$ cat src/rtl/freq_pkg.sv
// Shared definitions for the carrier frequency offset estimator:
// LO steering encodings, FSM state type and accumulator width helper.
package freq_pkg;

    localparam logic [1:0] FM_HOLD  = 2'b00;
    localparam logic [1:0] FM_RAISE = 2'b01;
    localparam logic [1:0] FM_LOWER = 2'b10;

    typedef enum logic {
        PRIME,
        ACCUM
    } state_t;

    function automatic int acc_width(input int iq_w, input int window);
        return 2 * iq_w + 1 + $clog2(window);
    endfunction

endpackage

$ cat src/rtl/iq_cross_product.sv
// Registered phase-rotation cross product I[n-1]*Q[n] - Q[n-1]*I[n].
// A flush drops any in-flight product.
module iq_cross_product #(
    parameter int IQ_W = 8
) (
    input  logic                   clk,
    input  logic                   resetn,
    input  logic                   flush,
    input  logic                   fire,
    input  logic signed [IQ_W-1:0] prev_i,
    input  logic signed [IQ_W-1:0] prev_q,
    input  logic signed [IQ_W-1:0] cur_i,
    input  logic signed [IQ_W-1:0] cur_q,
    output logic                   prod_valid,
    output logic signed [2*IQ_W:0] product
);

    logic signed [2*IQ_W-1:0] m_iq;
    logic signed [2*IQ_W-1:0] m_qi;
    logic signed [2*IQ_W:0]   diff;

    assign m_iq = prev_i * cur_q;
    assign m_qi = prev_q * cur_i;
    assign diff = {m_iq[2*IQ_W-1], m_iq} - {m_qi[2*IQ_W-1], m_qi};

    // stage 1: capture the product whenever a new sample pair fires
    always_ff @(posedge clk or negedge resetn) begin
        if (!resetn) begin
            prod_valid <= 1'b0;
            product    <= '0;
        end else if (flush) begin
            prod_valid <= 1'b0;
        end else begin
            prod_valid <= fire;
            if (fire) begin
                product <= diff;
            end
        end
    end

endmodule

$ cat src/rtl/freq_offset_estimator.sv
// Carrier frequency offset estimator: windowed I/Q cross-product
// accumulation with hysteresis-filtered LO steering and lock flag.
module freq_offset_estimator
    import freq_pkg::*;
#(
    parameter int IQ_W   = 8,
    parameter int WINDOW = 16,
    parameter int THRESH = 64,
    parameter int CONSEC = 2
) (
    input  logic                                      clk,
    input  logic                                      resetn,
    input  logic                                      en,
    input  logic                                      in_valid,
    input  logic signed [IQ_W-1:0]                    in_phase,
    input  logic signed [IQ_W-1:0]                    quad_phase,
    output logic [1:0]                                freq_mod,
    output logic signed [acc_width(IQ_W, WINDOW)-1:0] freq_err,
    output logic                                      err_valid,
    output logic                                      locked
);

    localparam int ACC_W  = acc_width(IQ_W, WINDOW);
    localparam int PROD_W = 2 * IQ_W + 1;
    localparam int CNT_W  = $clog2(WINDOW);
    localparam int RUN_W  = $clog2(CONSEC + 1);

    localparam logic signed [ACC_W-1:0] POS_T = ACC_W'(THRESH);
    localparam logic signed [ACC_W-1:0] NEG_T = ACC_W'(-THRESH);
    localparam logic [CNT_W-1:0]        LAST  = CNT_W'(WINDOW - 1);
    localparam logic [RUN_W-1:0]        SAT   = RUN_W'(CONSEC);

    state_t                   state;
    state_t                   state_nxt;
    logic                     fire;
    logic signed [IQ_W-1:0]   prev_i;
    logic signed [IQ_W-1:0]   prev_q;
    logic                     prod_valid;
    logic signed [PROD_W-1:0] product;
    logic signed [ACC_W-1:0]  prod_ext;
    logic signed [ACC_W-1:0]  acc;
    logic [CNT_W-1:0]         cnt;
    logic                     win_done;
    logic [1:0]               cls;
    logic [1:0]               last_cls;
    logic [RUN_W-1:0]         run;
    logic [RUN_W-1:0]         run_nxt;

    // prime/accumulate state register
    always_ff @(posedge clk or negedge resetn) begin
        if (!resetn) begin
            state <= PRIME;
        end else begin
            state <= state_nxt;
        end
    end

    // next state; a product fires only once a previous sample exists
    always_comb begin
        state_nxt = state;
        fire      = 1'b0;
        if (!en) begin
            state_nxt = PRIME;
        end else begin
            unique case (state)
                PRIME: if (in_valid) state_nxt = ACCUM;
                ACCUM: fire = in_valid;
                default: state_nxt = PRIME;
            endcase
        end
    end

    // previous sample, kept across window boundaries
    always_ff @(posedge clk or negedge resetn) begin
        if (!resetn) begin
            prev_i <= '0;
            prev_q <= '0;
        end else if (en && in_valid) begin
            prev_i <= in_phase;
            prev_q <= quad_phase;
        end
    end

    iq_cross_product #(
        .IQ_W(IQ_W)
    ) u_xprod (
        .clk       (clk),
        .resetn    (resetn),
        .flush     (!en),
        .fire      (fire),
        .prev_i    (prev_i),
        .prev_q    (prev_q),
        .cur_i     (in_phase),
        .cur_q     (quad_phase),
        .prod_valid(prod_valid),
        .product   (product)
    );

    assign prod_ext = {{(ACC_W - PROD_W){product[PROD_W-1]}}, product};

    // stage 2: window accumulator; first product of a window loads
    always_ff @(posedge clk or negedge resetn) begin
        if (!resetn) begin
            acc      <= '0;
            cnt      <= '0;
            win_done <= 1'b0;
        end else if (!en) begin
            acc      <= '0;
            cnt      <= '0;
            win_done <= 1'b0;
        end else begin
            win_done <= prod_valid && (cnt == LAST);
            if (prod_valid) begin
                acc <= (cnt == '0) ? prod_ext : acc + prod_ext;
                cnt <= cnt + 1'b1;
            end
        end
    end

    // classify the completed window and advance the run counter
    always_comb begin
        cls = FM_HOLD;
        if (acc > POS_T) begin
            cls = FM_RAISE;
        end else if (acc < NEG_T) begin
            cls = FM_LOWER;
        end
        run_nxt = RUN_W'(1);
        if (cls == last_cls && run != '0) begin
            run_nxt = (run == SAT) ? run : run + 1'b1;
        end
    end

    // stage 3: publish the estimate and apply hysteresis
    always_ff @(posedge clk or negedge resetn) begin
        if (!resetn) begin
            freq_err  <= '0;
            err_valid <= 1'b0;
            freq_mod  <= FM_HOLD;
            locked    <= 1'b0;
            last_cls  <= FM_HOLD;
            run       <= '0;
        end else begin
            err_valid <= win_done;
            if (win_done) begin
                freq_err <= acc;
                last_cls <= cls;
                run      <= run_nxt;
                if (cls != FM_HOLD) begin
                    locked <= 1'b0;
                end
                if (run_nxt == SAT) begin
                    freq_mod <= cls;
                    if (cls == FM_HOLD) begin
                        locked <= 1'b1;
                    end
                end
            end
        end
    end

endmodule

$ cat config.mk
export PLATFORM = sky130hd
export DESIGN_NAME = freq_offset_estimator
export DESIGN_NICKNAME = d
export VERILOG_FILES = /design/src/rtl/freq_pkg.sv /design/src/rtl/iq_cross_product.sv /design/src/rtl/freq_offset_estimator.sv
export SDC_FILE = /design/constraint.sdc
export NUM_CORES = 1
export LEC_CHECK = 0
export CAP_MARGIN = 15
export CORE_MARGIN = 8
export CORE_UTILIZATION = 63
export CTS_CLUSTER_SIZE = 10
export DETAILED_ROUTE_END_ITERATION = 10
export MAX_ROUTING_LAYER = met4
export PLACE_DENSITY = 0.89
export SLEW_MARGIN = 20
export SYNTH_ARGS = -nofsm -noshare
export SYNTH_HDL_FRONTEND = slang
export SYNTH_SLANG_ARGS = --single-unit
export TNS_END_PERCENT = 5
$ cat constraint.sdc
create_clock -name clk -period 7.55 [get_ports clk]
set_clock_uncertainty 0.1 [all_clocks]
set_input_delay 1.1325 -clock clk [delete_from_list [all_inputs] [get_ports clk]]
set_output_delay 1.1325 -clock clk [all_outputs]
set_load 0.1 [all_outputs]
Word-level counts from Yosys, hierarchy flattened. Cells that the tools add are included.

Register bits after elaboration: 90. Input bits: 20.

Add/subtract/negate cells: 4. $mul: 2. Order comparisons: 2. Equal/unequal tests: 5. Multiplexer cells: 19. Reductions and logical operators: 9.

Operator list (count): $mux 21 (3); $mul 8x8->16 (2); $add 21x17->21 (1); $gt 21x8->1 const B (1); $lt 21x7->1 const B (1); $sub 16x16->17 (1); $mux 1 (10); $mux 2 (4); $mux 4 (2); $add 4x1->4 const B (1); $eq 2x2->1 const B (2); $eq 4x4->1 const B (1); $logic_not 4->1 (1); $reduce_and 2->1 (2); $reduce_bool 2->1 (2); $logic_and 1x1->1 (3); $add 2x1->2 const B (1); $eq 2x2->1 (1); $logic_not 2->1 (1); $ne 2x1->1 const B (1).

Logic depth before layout (Yosys ltp).
Depth in word-level cells: 8. Gate-level depth with buffers: 22.

Modules after synthesis. Synthesis repeated with hierarchy kept, for this count alone.

Cells, all modules: 1050. Area total of the unflattened synthesis: 10103.4 sq um.

Modules (own cells, without submodules): iq_cross_product (times used 1, cells each 648, area each 6052.1 sq um, seq. area each 450.4 sq um); freq_offset_estimator (times used 1, cells each 402, area each 4051.4 sq um, seq. area each 1801.7 sq um).

Worst setup path before layout. No wires, ideal clock.

Kind: input to register. Start: input port quad_phase[2]. End: register u_xprod.product[16]. Arrival: 6.065 ns. Slack: 1.249 ns. Stages: 20. Path through: clkbuf_1 nand2_1 inv_1 fa_1 inv_1 fa_1 inv_1 fa_1 fa_1 fa_1 inv_1 fa_1 inv_1 ha_1 nand3_1 nor3_1 nor4b_1 o31ai_1 xnor2_1 o21ai_0.

Longest elaborated chain between the ends: 2.

RTL lines: start, declared (line freq_offset_estimator.sv:16) `input logic signed [IQ_W-1:0] quad_phase,`; $mul 8x8->16 (line iq_cross_product.sv:22) `assign m_iq = prev_i * cur_q;`; $sub 16x16->17 (line iq_cross_product.sv:24) `assign diff = {m_iq[2*IQ_W-1], m_iq} - {m_qi[2*IQ_W-1], m_qi};`; end signal, assigned (line iq_cross_product.sv:36) `product <= diff;`; end, declared (line iq_cross_product.sv:15) `output logic signed [2*IQ_W:0] product`.

Every way passes these cells. A chain may end at the register's enable or synchronous reset.

Worst setup path in the final report.
Start: input port quad_phase[7]. End: register u_xprod.product[16].

Same word-level chain as after synthesis.

==> flow_summary.yaml <==
global_routing:
  grtUsageMet2_pct: 42.41
  busiest_layer: "met2"
  grt_first_pass_wirelength_mm: 39.00
  grt_util_all_layers_pct: 25.02
  gr-usage-met1_pct: 29.26
  antenna_found_initial: 0
  globalRouteOverflowTotal: 0
  maximum_number_of_pins_on_one_net_before_global_route_repair: 50
  first_global_vias: 8118
  met3_use_gr_pct: 3.187
hold_path:
  holdCritStartpoint: "state$_DFF_PN0_"
  holdCritPathClass: "flop to flop"
worst_setup_path:
  rr_startpoint: "prev_q[5]$_DFFE_PN0P_"
  r2r-end: "u_xprod.product[16]$_DFFE_PN0P_"
  critPathMaxStageDelay_ns: 0.84
  start_kind: "input pin"
  worstSetupEndpoint: "u_xprod.product[16]$_DFFE_PN0P_"
  timing_worst_setup_path_type: "input pin to flop"
  worstRegToRegCells: 18
  crit_path_frequent_cell: "sky130_fd_sc_hd__fa_1"
  critical_path_arrival_ns: 7.33
  critical_path_required_ns: 7.64
  setup.reg_to_reg.worst_slack_ns: 1.20
  worstPathCellList: "clkdlybuf4s50_1 -> inv_1 -> nor2_1 -> fa_1 -> inv_1 -> fa_1 -> inv_1 -> fa_1 -> fa_1 -> fa_1 -> inv_1 -> fa_1 -> inv_1 -> ha_1 -> a2111oi_0 -> nor3_1 -> nor4b_1 -> o31ai_1 -> xnor2_1 -> o21ai_0"
  timing.critical_path.buf_inv: 6
  cp_num_cells: 20
  critical_path.top_delay_family: "adder cells"
  setup.worst_path.start: "quad_phase[7]"
  cp_max_fo: 7
  crit_path_top_delay_cell: "sky130_fd_sc_hd__a2111oi_0"
  setup.worst_path.end_class: "flop"
sta:
  fmax_mhz: 138.1
  setup_viol_count_final: 0
  final_min_period_over_clock_period_pct: 95.90
  rsz0062_at_grt: "no"
  timing.setup.tns_ns: 0
  final_hold_viol_count: 0
  min_period_ns: 7.240
  worstMarginPinSlew_ns: 1.058
  maxSlewViolCount: 0
  timing.slew.headroom_pct: 29.30
detailed_routing:
  vias: 7489
  detail_route.first_pass.iterations: 8
  drt-vias-per-instance: 5.828
  drt_iter0_markers: 584
  ant_nets: 0
  drt_wl_total_mm: 22.26
  routedWlPerCell_um: 17.32
  drcViolationCount: 0
floorplan:
  core_um2: 15710
  pin_count: 45
  start_util_pct: 63.78
  floorplan.die.width_um: 142.1
  die_height_um: 142.1
  dieArea_um2: 20200
  placement_rows: 46
cts:
  post_cts_resized: 0
  clock_latency_ns: 0.36
  tritoncts_clock_tree: "yes"
  cts_hold_buf: 0
  tritoncts.num_buffers: 9
  cts.repair_timing.setup_buffer_count: 0
  cts_num_sinks: 90
  htree_levels: 3
  clk_root_buffer_cell: "sky130_fd_sc_hd__clkbuf_16"
  cts_buffer_depth: 2
  cts.clk_slew.worst_paths_ns: 0.07
synthesis:
  postSynth.asyncResetShare_pct: 100.0
  yosysWarningCount: 0
  syn-mean-instance-area_um2: 9.701
  synth_nets: 1271
  synth.cell_area_um2: 10020
  synth.distinct_cells: 55
  synth_sequential_area_ratio_pct: 22.47
  synth-edff-count: 0
  postSynth.topFlopCell: "sky130_fd_sc_hd__dfrtp_1"
  ys_seq_elements: 90
  syn_inst: 1033
layout:
  area_growth_pct: 9.676
  final_nets: 1302
  n_antenna_cell: 0
  drive_gt1_share_pct: 6.642
run:
  max-cap-violations: 0
run_status:
  status: "completed"
placement:
  place_hpwl_mm: 16.78
  io_buffer_count: 44
  place.gp.congestion: 0.9215
-- cell families (layout without fill, tap and decap cells) --
family | after synthesis | after routing | synth area share, %
mux | 47 | 47 | 5.244
fa+ha+maj | 218 | 218 | 37.48
xor+xnor | 43 | 43 | 3.758
buf+inv | 225 | 261 | 8.428
compound gates | 138 | 138 | 9.040
flops | 90 | 90 | 22.47
simple gates | 272 | 272 | 13.57
-- synth_stat cells (all sizes together), types with 3 or more instances --
master	n	share of area (%)
inv	197	7.4
fa	137	27
nand2	106	4.0
dfrtp	90	22
ha	81	10
and2	70	4.4
mux2	44	4.9
o21ai	42	2.1
nor2	31	1.2
a21oi	30	1.5
xnor2	28	2.4
clkbuf	27	1.0
nand3	16	0.80
xor2	15	1.3
nor2b	12	0.75
a21o	10	0.75
o211a	9	0.90
o211ai	9	0.67
nor3	8	0.40
a31oi	7	0.44
nand2b	7	0.44
o31ai	5	0.42
nand4	4	0.25
mux2i	3	0.30
o2111ai	3	0.26
o21a	3	0.22
or3	3	0.19
or3b	3	0.26
-- worst min-delay path by stage --
stage                                to  slack [ns]  cells after the start
finish                  state$_DFF_PN0_        0.39                      1
global route            state$_DFF_PN0_        0.41                      1
CTS                     state$_DFF_PN0_        0.39                      1
detailed placement      state$_DFF_PN0_        0.38                      1
global placement        state$_DFF_PN0_        0.36                      1
floorplan           err_valid$_DFF_PN0_        0.25                      0
-- worst reg2reg max path, stage by stage (launching register included) --
cell	delay, ns
sky130_fd_sc_hd__dfrtp_1	0.51
sky130_fd_sc_hd__and2_1	0.22
sky130_fd_sc_hd__fa_1	0.56
sky130_fd_sc_hd__fa_1	0.43
sky130_fd_sc_hd__ha_1	0.31
sky130_fd_sc_hd__inv_1	0.07
sky130_fd_sc_hd__fa_1	0.44
sky130_fd_sc_hd__fa_1	0.55
sky130_fd_sc_hd__inv_1	0.06
sky130_fd_sc_hd__fa_1	0.53
sky130_fd_sc_hd__inv_1	0.04
sky130_fd_sc_hd__ha_1	0.34
sky130_fd_sc_hd__a21o_1	0.21
sky130_fd_sc_hd__a2111oi_0	0.86
sky130_fd_sc_hd__nor3_1	0.25
sky130_fd_sc_hd__nor4b_1	0.34
sky130_fd_sc_hd__o31ai_1	0.12
sky130_fd_sc_hd__xnor2_1	0.15
sky130_fd_sc_hd__o21ai_0	0.09
-- routing by layer --
metal,routed length [um],up-vias,share of wire [%]
met1,8843,3769,40
li1,-,3354,-
met3,1254,60,5.6
met2,11410,306,51
met4,757,0,3.4
met5,0,-,0
-- state kept, by name, summed over array words and instances, names as in the netlist, 2 cells and up --
| register | flops |
|---|---|
| prev_i | 8 |
| run | 2 |
| cnt | 4 |
| u_xprod.product | 17 |
| acc | 21 |
| last_cls | 2 |
| prev_q | 8 |
| freq_mod | 2 |
| freq_err | 21 |
-- area by class of cell --
type,count,area [um2]
fillers,1086,4722
well taps,216,270.3
inverters,197,739.5
repair buffers,48,467.9
clock inverters,6,101.3
multi-input cells,718,6929
flip-flops and latches,90,2253
clock buffers,10,229.0
-- layout by cell type, fill, tap and decap left out, drive strengths merged, types with 10 or more instances in the layout --
cell type,n
a21o,10
nor2,31
clkbuf,10
nand3,16
ha,81
a21oi,30
inv,198
dfrtp,90
xor2,15
clkdlybuf4s50,43
nand2,106
mux2,44
o21ai,42
xnor2,28
nor2b,12
fa,137
and2,70
-- per-stage QoR --
| step | hold WS (ns) | worst slack (ns) | util [%] | area (um2) | std cells |
|---|---|---|---|---|---|
| detailed placement | 0.3760 | 0.1622 | 67.84 | 10660 | 1269 |
| global placement | 0.3614 | 0.3068 | 67.84 | 10660 | 1269 |
| floorplan | 0.2519 | 1.249 | - | 10020 | 1033 |
| global route | 0.4094 | 0.1129 | 69.95 | 10990 | 1285 |
| CTS | 0.3934 | 0.4193 | 69.94 | 10990 | 1285 |
| finish | 0.3944 | 0.3096 | 69.95 | 10990 | 1285 |
Power is not shown: default switching activity piles up to over one toggle a cycle in this logic, so the estimate is an artifact.
